**config.mk**
```make
export PLATFORM = sky130hd
export DESIGN_NAME = mem_port_arbiter
export DESIGN_NICKNAME = d
export VERILOG_FILES = /design/src/rtl/mem_port_arbiter.sv
export SDC_FILE = /design/constraint.sdc
export NUM_CORES = 1
export LEC_CHECK = 0
export CAP_MARGIN = 20
export CORE_MARGIN = 5
export CORE_UTILIZATION = 30
export DETAILED_ROUTE_END_ITERATION = 8
export HOLD_SLACK_MARGIN = 0.08
export PLACE_DENSITY_LB_ADDON = 0.3
export RECOVER_POWER = 100
export SETUP_SLACK_MARGIN = 0.2
export SLEW_MARGIN = 25
export SYNTH_ARGS = -nofsm -noshare
export SYNTH_HDL_FRONTEND = slang
export SYNTH_SLANG_ARGS = --single-unit
```
**constraint.sdc**
```tcl
create_clock -name clk -period 5.6 [get_ports clk]
set_input_delay 1.12 -clock clk [delete_from_list [all_inputs] [get_ports clk]]
set_output_delay 1.12 -clock clk [all_outputs]
set_load 0.05 [all_outputs]
```
**src/rtl/mem_port_arbiter.sv**
```systemverilog
// Single-port unified memory arbiter shared by the fetch stage, the MEM stage
// and the interrupt-vector read. After reset it reads the reset vector and
// publishes the initial PC. In run mode it issues one access per cycle:
// vector first, then data, then fetch. Fetch is lifted above data once it has
// been denied FETCH_MAX_WAIT cycles in a row.
module mem_port_arbiter #(
  parameter int ADDR_W         = 8,
  parameter int DATA_W         = 8,
  parameter int RESET_VEC_ADDR = 0,
  parameter int INTR_VEC_ADDR  = 1,
  parameter int FETCH_MAX_WAIT = 2
) (
  input  logic              clk,
  input  logic              rst,
  input  logic              if_req,
  input  logic [ADDR_W-1:0] if_addr,
  output logic              if_grant,
  output logic              if_rvalid,
  output logic [DATA_W-1:0] if_rdata,
  input  logic              dm_req,
  input  logic              dm_we,
  input  logic [ADDR_W-1:0] dm_addr,
  input  logic [DATA_W-1:0] dm_wdata,
  output logic              dm_grant,
  output logic              dm_rvalid,
  output logic [DATA_W-1:0] dm_rdata,
  input  logic              vec_req,
  output logic              vec_grant,
  output logic              vec_rvalid,
  output logic [DATA_W-1:0] vec_rdata,
  output logic              stall_if,
  output logic              boot_done,
  output logic              pc_init_valid,
  output logic [DATA_W-1:0] pc_init,
  output logic              mem_en,
  output logic              mem_we,
  output logic [ADDR_W-1:0] mem_addr,
  output logic [DATA_W-1:0] mem_wdata,
  input  logic [DATA_W-1:0] mem_rdata
);

  localparam int WCW = (FETCH_MAX_WAIT < 1) ? 1 : $clog2(FETCH_MAX_WAIT + 1);
  localparam logic [WCW-1:0]    WAIT_MAX  = WCW'(FETCH_MAX_WAIT);
  localparam logic [ADDR_W-1:0] RST_ADDR  = ADDR_W'(RESET_VEC_ADDR);
  localparam logic [ADDR_W-1:0] INTR_ADDR = ADDR_W'(INTR_VEC_ADDR);

  typedef enum logic [1:0] {
    BOOT_RD   = 2'd0,
    BOOT_WAIT = 2'd1,
    RUN       = 2'd2
  } state_t;

  // Identity of the read whose data arrives on mem_rdata next cycle
  localparam logic [1:0] TAG_NONE = 2'd0;
  localparam logic [1:0] TAG_IF   = 2'd1;
  localparam logic [1:0] TAG_DM   = 2'd2;
  localparam logic [1:0] TAG_VEC  = 2'd3;

  state_t            r_state;
  logic [1:0]        r_tag;
  logic [WCW-1:0]    r_wait_cnt;
  logic [DATA_W-1:0] r_pc_init;
  logic              r_pc_init_valid;
  logic              r_boot_done;

  logic w_if_win;
  logic w_dm_win;
  logic w_vec_win;

  // Pick this cycle's winner; fetch may jump ahead of data but never ahead of vector
  always_comb begin
    w_if_win  = 1'b0;
    w_dm_win  = 1'b0;
    w_vec_win = 1'b0;
    if (!rst && (r_state == RUN)) begin
      if (vec_req) begin
        w_vec_win = 1'b1;
      end else if (if_req && (r_wait_cnt == WAIT_MAX)) begin
        w_if_win = 1'b1;
      end else if (dm_req) begin
        w_dm_win = 1'b1;
      end else if (if_req) begin
        w_if_win = 1'b1;
      end else begin
        w_if_win = 1'b0;
      end
    end else begin
      w_if_win = 1'b0;
    end
  end

  // Drive the memory port from the boot state or the current winner; all quiet in reset
  always_comb begin
    mem_en    = 1'b0;
    mem_we    = 1'b0;
    mem_addr  = '0;
    mem_wdata = '0;
    if (rst) begin
      mem_en = 1'b0;
    end else begin
      case (r_state)
        BOOT_RD: begin
          mem_en   = 1'b1;
          mem_addr = RST_ADDR;
        end
        RUN: begin
          if (w_vec_win) begin
            mem_en   = 1'b1;
            mem_addr = INTR_ADDR;
          end else if (w_dm_win) begin
            mem_en    = 1'b1;
            mem_we    = dm_we;
            mem_addr  = dm_addr;
            mem_wdata = dm_we ? dm_wdata : '0;
          end else if (w_if_win) begin
            mem_en   = 1'b1;
            mem_addr = if_addr;
          end else begin
            mem_en = 1'b0;
          end
        end
        default: begin
          mem_en = 1'b0;
        end
      endcase
    end
  end

  // Grants, stall and read-return steering; rdata is zero unless its rvalid is set
  always_comb begin
    if_grant   = w_if_win;
    dm_grant   = w_dm_win;
    vec_grant  = w_vec_win;
    stall_if   = if_req & ~w_if_win & ~rst;
    if_rvalid  = (r_tag == TAG_IF);
    dm_rvalid  = (r_tag == TAG_DM);
    vec_rvalid = (r_tag == TAG_VEC);
    if_rdata   = if_rvalid  ? mem_rdata : '0;
    dm_rdata   = dm_rvalid  ? mem_rdata : '0;
    vec_rdata  = vec_rvalid ? mem_rdata : '0;
  end

  // Boot/run state machine with read tag, fetch wait counter and boot outputs
  always_ff @(posedge clk or posedge rst) begin
    if (rst) begin
      r_state         <= BOOT_RD;
      r_tag           <= TAG_NONE;
      r_wait_cnt      <= '0;
      r_pc_init       <= '0;
      r_pc_init_valid <= 1'b0;
      r_boot_done     <= 1'b0;
    end else begin
      case (r_state)
        BOOT_RD: begin
          r_state <= BOOT_WAIT;
          r_tag   <= TAG_NONE;
        end
        BOOT_WAIT: begin
          r_pc_init       <= mem_rdata;
          r_pc_init_valid <= 1'b1;
          r_boot_done     <= 1'b1;
          r_tag           <= TAG_NONE;
          r_state         <= RUN;
        end
        RUN: begin
          r_pc_init_valid <= 1'b0;
          if (w_vec_win) begin
            r_tag <= TAG_VEC;
          end else if (w_dm_win) begin
            r_tag <= dm_we ? TAG_NONE : TAG_DM;
          end else if (w_if_win) begin
            r_tag <= TAG_IF;
          end else begin
            r_tag <= TAG_NONE;
          end
          if (if_req && !w_if_win) begin
            if (r_wait_cnt != WAIT_MAX) begin
              r_wait_cnt <= r_wait_cnt + WCW'(1);
            end else begin
              r_wait_cnt <= r_wait_cnt;
            end
          end else begin
            r_wait_cnt <= '0;
          end
        end
        default: begin
          r_state <= BOOT_RD;
          r_tag   <= TAG_NONE;
        end
      endcase
    end
  end

  assign boot_done     = r_boot_done;
  assign pc_init_valid = r_pc_init_valid;
  assign pc_init       = r_pc_init;

endmodule

```
# Word level (Yosys, flattened, before mapping)
# Cells that the tools add are included.
# totals
regBits,16
latchBits,0
ram_bits,0
rom_bits,0
in_bits,38
output_inout_bits,59
word_cells,69
n_memories,0
# classes
addsub,1
n_mul,0
div,0
magnitude_cmp,0
eq_ne,8
shift,0
muxes,42
bitwise,4
reduce_logical,8
# ops
operator,n
2-to-1 mux 8 bit,13
2-to-1 mux 1 bit,20
2-to-1 mux 2 bit,6
equality test 2 bit (second input constant),4
case mux 2 bit (3 select lines),1
equality test 2 x 1 -> 1 bit (second input constant),2
case mux 1 bit (2 select lines),2
logical AND 1 bit,3
adder 2 x 1 -> 2 bit (second input constant),1
bitwise AND 1 bit,2
zero test 1 bit,2
zero test 2 bit,1
inequality test 2 x 1 -> 1 bit (second input constant),1
inequality test 2 bit (second input constant),1
NOT 1 bit,2
AND reduction 2 bit,1
nonzero test 2 bit,1

# Longest topological paths before layout
# Gate-level depths: netlist of run 1.
# depth
depth_word,10
mapped_depth,8
mapped_depth_nobuf,5

# Worst setup path after synthesis of run 1
# OpenSTA, ideal clock, no wires.
# synth_timing
path_kind,input to output
from,input port dm_req
to,output port stall_if
arrival_ns,2.864
required_time_ns,4.480
setup_slack_ns,1.616
cell_stages,4
n_path_buf,1
path_cell_list,nor2b_1 -> and4bb_2 -> buf_6 -> nor3b_1
# synth_via
elab_chain_len,7
# synth_rtl
item,line,source
start: declaration,20,"input logic dm_req,"
2-to-1 mux 1 bit,80,end else if (dm_req) begin
2-to-1 mux 1 bit,78,end else if (if_req && (r_wait_cnt == WAIT_MAX)) begin
2-to-1 mux 1 bit,76,if (vec_req) begin
2-to-1 mux 1 bit,75,if (!rst && (r_state == RUN)) begin
net if_grant,17,"output logic if_grant,"
NOT 1 bit,134,stall_if = if_req & ~w_if_win & ~rst;
bitwise AND 1 bit (2 in series),134,
end: declaration,31,"output logic stall_if,"
# The timed path passes the listed nets, and every way through them passes these cells.

# Final worst setup path of run 1
# layout_timing
from,input port rst
to,output port mem_wdata[1]
# layout_via
elab_chain_len,7
word_cells_on_any_way,8
cone_classes,mux: 6; reduce/logical: 2
# layout_rtl
item,line,source
start: declaration,14,"input logic rst,"
zero test 1 bit (no line),n/a,
logical AND 1 bit,75,
2-to-1 mux 1 bit,75,
2-to-1 mux 8 bit,110,end else if (w_dm_win) begin
2-to-1 mux 8 bit,107,if (w_vec_win) begin
2-to-1 mux 8 bit,101,case (r_state)
2-to-1 mux 8 bit *,98,if (rst) begin
end: declaration,38,"output logic [DATA_W-1:0] mem_wdata,"
# Every way passes the cells marked *; elsewhere a longest branch is shown, timed or not.

==> impl_metrics.yaml, run 1 <==
outcome:
  status: "completed"
min_path:
  min_from: "boot_done"
  min_path_type: "flop to flop"
sta:
  relSlewSlack_pct: 61.8
  tightest_slew_ps: 573
  rsz0062_at_grt: "no"
  slew_viol_final: 0
  finalSetupViolCount: 0
  fmax_ghz: 0.205
  finClkSkew_ps: 5.28
  period_share_pct: 87.0
  period_minus_slack_ps: 4870
  fin_setup_tns_ps: 0
  hold_viol: 0
cts:
  cts_tree: "done"
  clockRootBuffer: "clkbuf_8"
  postCtsHoldBufs: 0
  numCtsBuffers: 3
  cts_resized: 0
  cts.path.max_buffers: 2
  path_clk_slew_ps: 60
  cts_setup_buffers: 0
  clkSinkCount: 16
  clk_latency_ps: 240
  htree_levels: 1
synth:
  netlist_area_mm2: 0.00115
  synth_flop_cell: "dfrtp_1"
  async_flop_share_pct: 100
  synth_cell_types: 32
  synth_cells: 114
  synth.largest_area_cell: "dfrtp_1"
  synth.most_common_cell: "and2_1"
  ys_ff_latch: 16
  synth_top_area_share_pct: 34.8
  ys_seq_area_share_pct: 34.8
  yosys-top-cells-area: "dfrtp_1, mux2_2, and2_1"
  synthTopCellsByCount: "and2_1, dfrtp_1, mux2_2"
  synth.yosys.warnings: 0
  avgSynthCellArea_um2: 10.1
  syn-num-nets: 157
  synth_edf_count: 0
finish:
  num-nets-final: 249
  final_core_utilization_pct: 57.8
  antenna_cells: 0
  area_growth_pct: 85.4
  drive_gt1_share_pct: 11.8
critical_path:
  timing.rr.start: "r_state[0]"
  critPathRequiredTime_ps: 4480
  crit_top_cell: "dlygate4sd3_1"
  cp_num_buf_inv: 2
  startpoint: "rst"
  critical-path-max-stage-delay_ps: 880
  path_cells: "dlygate4sd3_1 -> nor2b_1 -> and4b_1 -> and3_2 -> dlygate4sd3_1"
  cp_slowest_cell: "dlygate4sd3_1"
  crit_type: "input pin to output port"
  critPathTopFamily: "buffers and inverters"
  worstPathArrival_ps: 3750
  path_max_fanout: 18
  cp-end-kind: "output port"
  worstSetupStartpointType: "input pin"
floorplanning:
  fp-row-count: 22
  core-area_mm2: 0.00369
  die_area_mm2: 0.00517
  pin_count: 97
  dieWidth_um: 71.9
  start_util_pct: 31.2
  die_y_um: 71.9
routing:
  drc: 0
  antenna_left: 0
  first_iter_violations: 22
  wl_um: 3480
  viasPerCell: 4.65
  via_count: 1172
  wl_per_cell_um: 13.8
  dr.pass1.iters: 4
pwr:
  p_leak_nw: 1.06
  ir_worst_vdd_v: 0.0000724
  power_density_mw_per_mm2: 172
global_routing:
  gr-total-overflow: 0
  antenna_found_initial: 0
  grt_usage_pct: 13.0
  grt_pass1_vias: 1251
  grt_first_pass_wirelength_um: 5560
  grt_max_degree: 19
flow_run:
  drv_cap: 0
place:
  port_buffers: 96
  place_congestion: 0.823
  hpwl_um: 3010
==> cell usage in the layout (no fill, tap or decap), drive strengths merged, types with 3 or more instances in the layout <==
cell type      synthesis  routed
a22o                   7       7
dfrtp                 16      16
and2                  19      19
ha                     5       5
clkdlybuf4s50          0      27
dlygate4sd3            0      69
and3                  16      16
clkbuf                 5       3
inv                    6       6
mux2                  10      10
nor2b                  5       5
==> per-layer routing <==
layer,global-route usage [%],vias to the layer above,wire length [um]
li1,-,581,-
met2,22.4,80,1560
met5,0,-,0
met3,5.54,2,490
met1,14.9,509,1410
met4,3.13,0,14
==> path summary, 6_finish.rpt <==
path | endpoint | slack [ps] | cells past startpoint
min reg2reg | boot_done | 460 | 1
min in group asynchronous | r_wait_cnt[1] | 1500 | 2
max | mem_wdata[1] | 730 | 5
max in group asynchronous | pc_init[5] | 3720 | 2
max reg2reg | r_tag[1] | 3550 | 5
min | boot_done | 460 | 1
==> where the power goes <==
part | internal [mW] | switching [mW] | leakage (nW)
combinational | 0.0619 | 0.0959 | 0.847
clock | 0.0474 | 0.0316 | 0.0216
sequential | 0.123 | 0.00551 | 0.190
==> metrics by stage <==
stage / worst slack, ps / power, mW / area, um^2 / cells / hold slack (ps)
floorplan: 1620 / 0.231 / 1150 / 114 / 456
global placement: 1120 / 0.295 / 2100 / 249 / 450
detailed placement: 1010 / 0.299 / 2100 / 249 / 456
CTS: 1010 / 0.381 / 2140 / 252 / 469
global route: 602 / 0.386 / 2130 / 252 / 488
finish: 730 / 0.366 / 2130 / 252 / 460
==> area by class of cell <==
class	instances	area, um^2
tap	48	60.1
timing repair buffer	96	961
inverter	6	22.5
multi-input combinational	83	647
clock buffer	3	41.3
fill	330	1560
sequential	16	400
==> cell families after synthesis <==
| family | Yosys count | share of synthesized area [%] |
|---|---|---|
| AND/OR/NAND/NOR | 51 | 30.0 |
| AO/OA/AOI/OAI | 16 | 10.8 |
| flip-flops | 16 | 34.8 |
| buffers and inverters | 15 | 8.27 |
| multiplexers | 11 | 10.7 |
| adder cells (fa/ha/maj) | 5 | 5.44 |
==> sequential cells by signal (all words and copies together), names as in the netlist <==
name	cells
pc_init	8
pc_init_valid	1
r_tag	2
boot_done	1
r_state	2
r_wait_cnt	2
(Power assumes the default switching activity.)
==> run 2: changes to the inputs <==
--- a/config.mk
+++ b/config.mk
@@ -6,7 +6,7 @@
 export NUM_CORES = 1
 export LEC_CHECK = 0
 export CAP_MARGIN = 20
-export CORE_MARGIN = 5
+export CORE_MARGIN = 4
 export CORE_UTILIZATION = 30
 export DETAILED_ROUTE_END_ITERATION = 8
 export HOLD_SLACK_MARGIN = 0.08
==> run 2 against run 1 <==
Global-route usage increased by 1.2 points. Routed wire length decreased by 0.81%. Sequential share of layout area decreased by 0.12 points. Critical endpoint is now mem_wdata[2]. Largest cell class unchanged. Worst setup slack improved by 21 ps. Count of clock-buffer cells in the layout increased by 1.
==> impl_metrics.yaml, run 2 (synthesis results as in run 1) <==
routing:
  antenna_left: 0
  first_iter_violations: 21
  dr.pass1.iters: 4
  drc: 0
  viasPerCell: 4.66
  wl_um: 3450
  wl_per_cell_um: 13.6
  via_count: 1178
flow_run:
  drv_cap: 0
sta:
  fin_setup_tns_ps: 0
  relSlewSlack_pct: 60.9
  setup_ws_ps: 752
  finClkSkew_ps: 0.474
  fmax_ghz: 0.206
  finalSetupViolCount: 0
  period_minus_slack_ps: 4850
  tightest_slew_ps: 586
  slew_viol_final: 0
  period_share_pct: 86.6
  hold_viol: 0
  rsz0062_at_grt: "no"
floorplanning:
  die_area_mm2: 0.00489
  pin_count: 97
  core-area_mm2: 0.00369
  dieWidth_um: 69.9
  die_y_um: 69.9
  fp-row-count: 22
  start_util_pct: 31.2
finish:
  num-nets-final: 249
  final_core_utilization_pct: 58.2
  antenna_cells: 0
  multiInputGateArea_um2: 647
  most-common-layout-cells: "dlygate4sd3_1, clkdlybuf4s50_1, and2_1"
  regArea_um2: 400
  layout_commonest_cell: "dlygate4sd3_1"
  largest_reg_flops: 8
  fillers: 328
  area_growth_pct: 86.6
  drive_gt1_share_pct: 12.2
cts:
  postCtsHoldBufs: 0
  clkSinkCount: 16
  path_clk_slew_ps: 60
  cts.path.max_buffers: 2
  cts_setup_buffers: 0
  htree_levels: 1
  numCtsBuffers: 3
  cts_tree: "done"
  clk_latency_ps: 240
  clockRootBuffer: "clkbuf_8"
  cts_resized: 0
global_routing:
  grt_pass1_vias: 1240
  gr-total-overflow: 0
  antenna_found_initial: 0
  grt_first_pass_wirelength_um: 5870
  grt_max_degree: 19
  grt_usage_pct: 14.2
critical_path:
  crit_top_cell: "dlygate4sd3_1"
  path_cells: "dlygate4sd3_1 -> nor2b_1 -> and4b_1 -> and3_2 -> dlygate4sd3_1"
  critPathRequiredTime_ps: 4480
  worstSetupStartpointType: "input pin"
  cp-end-kind: "output port"
  worstPathArrival_ps: 3730
  path_max_fanout: 18
  cp_slowest_cell: "dlygate4sd3_1"
  critical-path-max-stage-delay_ps: 870
  critPathTopFamily: "buffers and inverters"
  cp_num_buf_inv: 2
  crit_type: "input pin to output port"
pwr:
  power_density_mw_per_mm2: 179
  ir_worst_vdd_v: 0.0000806
  p_leak_nw: 1.07
place:
  dp_slack_ps: 986
  place_congestion: 0.846
  hpwl_um: 2950
  port_buffers: 96
min_path:
  min_path_type: "flop to flop"
outcome:
  status: "completed"
-- run 2: worst register-to-register path: stages, from the launching register on --
cell     delay (ps)
dfrtp_1         410
inv_1            90
ha_1            330
nor2b_1         290
and4b_1         590
a31o_2          230
-- run 2: layer usage --
| layer | track usage, % | vias to the layer above | routed length, um |
|---|---|---|---|
| li1 | - | 581 | - |
| met2 | 24.8 | 78 | 1580 |
| met5 | 0 | - | 0 |
| met1 | 16.2 | 517 | 1390 |
| met4 | 2.77 | 0 | 27 |
| met3 | 6.19 | 2 | 452 |
-- run 2: cell type report --
type | count | area share, %
repair buffers | 96 | 44.8
multi-input cells | 83 | 30.1
flip-flops and latches | 16 | 18.7
well taps | 48 | 2.80
clock buffers | 4 | 2.57
inverters | 6 | 1.05
-- run 2: through the flow --
stage | power [mW] | instance area, um^2 | cells | hold WS, ps
after global placement | 0.295 | 2100 | 249 | 451
after detailed placement | 0.299 | 2100 | 249 | 450
after CTS | 0.399 | 2150 | 253 | 468
final | 0.384 | 2150 | 253 | 459
after global routing | 0.403 | 2150 | 253 | 481
after floorplan | 0.231 | 1150 | 114 | 456
-- run 2: report_power, final --
part / internal [mW] / switching, mW / leakage (nW) / total (mW)
Combinational: 0.0619 / 0.0965 / 0.847 / 0.158
Sequential: 0.123 / 0.00566 / 0.190 / 0.129
Clock: 0.0621 / 0.0340 / 0.0288 / 0.0962
-- run 2: final timing paths --
kind,from,to,slack (ps),depth (start not counted)
setup / recovery,rst,mem_wdata[2],750,5
hold / removal,boot_done,boot_done,460,1
setup reg to reg,r_state[0],r_tag[1],3590,5
hold reg to reg,boot_done,boot_done,460,1
max in group asynchronous,rst,pc_init[5],3700,2
min in group asynchronous,rst,r_wait_cnt[1],1520,2
==> run 3: changes to the inputs <==
--- a/config.mk
+++ b/config.mk
@@ -11,7 +11,6 @@
 export DETAILED_ROUTE_END_ITERATION = 8
 export HOLD_SLACK_MARGIN = 0.08
 export PLACE_DENSITY_LB_ADDON = 0.3
-export RECOVER_POWER = 100
 export SETUP_SLACK_MARGIN = 0.2
 export SLEW_MARGIN = 25
 export SYNTH_ARGS = -nofsm -noshare
==> run 3 against run 2 <==
Count of clock-buffer cells in the layout unchanged. Sequential share of layout area decreased by 0.065 points. Worst setup slack improved by 240 ps.
==> impl_metrics.yaml, run 3 (synthesis results as in run 1) <==
cts:
  path_clk_slew_ps: 60
  postCtsHoldBufs: 0
  clkSinkCount: 16
  cts_setup_buffers: 0
  numCtsBuffers: 3
  clk_latency_ps: 240
  cts_tree: "done"
  clockRootBuffer: "clkbuf_8"
  htree_levels: 1
  cts_resized: 0
  cts.path.max_buffers: 2
critical_path:
  crit_top_cell: "clkdlybuf4s50_1"
  cp-end-kind: "output port"
  timing.rr.end: "r_tag[1]"
  timing.rr.start: "r_state[0]"
  worstSetupStartpointType: "input pin"
  crit_end: "mem_wdata[2]"
  critPathRequiredTime_ps: 4480
  crit_type: "input pin to output port"
  critical-path-max-stage-delay_ps: 800
  worstPathArrival_ps: 3490
  path_max_fanout: 18
  startpoint: "rst"
  r2r_slack_ps: 3670
  cp_slowest_cell: "clkdlybuf4s50_1"
  path_cells: "clkdlybuf4s50_1 -> nor2b_4 -> and4b_1 -> and3_2 -> clkdlybuf4s50_1"
  reg2reg_depth: 5
pwr:
  ir_worst_vdd_v: 0.0000815
  power.total_mw: 0.393
  p_int_mw: 0.255
  p_comb_share_pct: 42.6
  p_sw_mw: 0.137
  power_frac_seq_pct: 32.9
  power_density_mw_per_mm2: 182
  switching_share_pct: 35.0
  clkPwrFrac_pct: 24.5
  p_leak_nw: 0.925
floorplanning:
  pin_count: 97
  die_area_mm2: 0.00489
  core-area_mm2: 0.00369
  dieWidth_um: 69.9
  start_util_pct: 31.2
  fp-row-count: 22
  die_y_um: 69.9
place:
  hpwl_um: 2950
  place_congestion: 0.846
  port_buffers: 96
sta:
  period_share_pct: 82.3
  period_minus_slack_ps: 4610
  finClkSkew_ps: 0.474
  finalSetupViolCount: 0
  hold_viol: 0
  rsz0062_at_grt: "no"
  tightest_slew_ps: 587
  relSlewSlack_pct: 60.9
  fin_setup_tns_ps: 0
  fmax_ghz: 0.217
  slew_viol_final: 0
global_routing:
  grt_pass1_vias: 1240
  grt_usage_pct: 14.2
  gr-total-overflow: 0
  grt_first_pass_wirelength_um: 5870
  antenna_found_initial: 0
  grt_max_degree: 19
finish:
  multiInputGateArea_um2: 654
  regArea_um2: 400
  fillers: 326
  antenna_cells: 0
  num-nets-final: 249
  layout_commonest_cell: "clkdlybuf4s50_1"
  most-common-layout-cells: "clkdlybuf4s50_1, and2_1, dfrtp_1"
  largest_reg_flops: 8
  area_growth_pct: 87.3
  drive_gt1_share_pct: 13.2
min_path:
  min_path_type: "flop to flop"
routing:
  drc: 0
  dr.pass1.iters: 4
  wl_um: 3470
  via_count: 1185
  wl_per_cell_um: 13.7
  antenna_left: 0
  first_iter_violations: 24
  viasPerCell: 4.68
outcome:
  status: "completed"
flow_run:
  drv_cap: 0
[run 3: final cells by class]
type                       instances  share of cell area (%)
sequential                        16                    18.6
multi-input combinational         83                    30.4
tap                               48                    2.79
timing repair buffer              96                    44.6
clock buffer                       4                    2.56
inverter                           6                    1.05
[run 3: metrics by stage]
step | utilization [%] | setup slack, ps | hold slack [ps] | instance area [um^2] | cells
finish | 58.4 | 991 | 464 | 2150 | 253
global route | 58.4 | 856 | 486 | 2150 | 253
CTS | 58.4 | 981 | 468 | 2150 | 253
detailed placement | 56.9 | 986 | 450 | 2100 | 249
global placement | 56.9 | 1120 | 451 | 2100 | 249
floorplan | - | 1620 | 456 | 1150 | 114
[run 3: power by group through the flow]
| stage | registers (mW) | clock network, mW | logic [mW] |
|---|---|---|---|
| after floorplan | 0.139 | 0 | 0.0921 |
| after global placement | 0.131 | 0 | 0.165 |
| after detailed placement | 0.131 | 0 | 0.168 |
| after CTS | 0.129 | 0.101 | 0.169 |
| after global routing | 0.131 | 0.104 | 0.178 |
| final | 0.129 | 0.0962 | 0.168 |
[run 3: worst max-delay path: cells and delay by family]
kind          cells  cell delay (ps)
buf+inv           2             1340
simple gates      3             1010
[run 3: worst min path at each step]
stage,end,depth (start not counted),slack [ps],from
after detailed placement,boot_done,1,450,boot_done
after CTS,boot_done,1,470,boot_done
final,boot_done,1,460,boot_done
after global placement,boot_done,1,450,boot_done
after floorplan,r_wait_cnt[0],1,460,r_wait_cnt[0]
after global routing,boot_done,1,490,boot_done
[run 3: routing by layer]
layer	vias to the layer above	wire length [um]	part of all wire (%)	GRT usage (%)
met5	-	0	0	0
met4	0	27	0.78	2.77
met3	2	459	13	6.19
met2	84	1570	45	24.8
met1	520	1420	41	16.2
li1	579	-	-	-
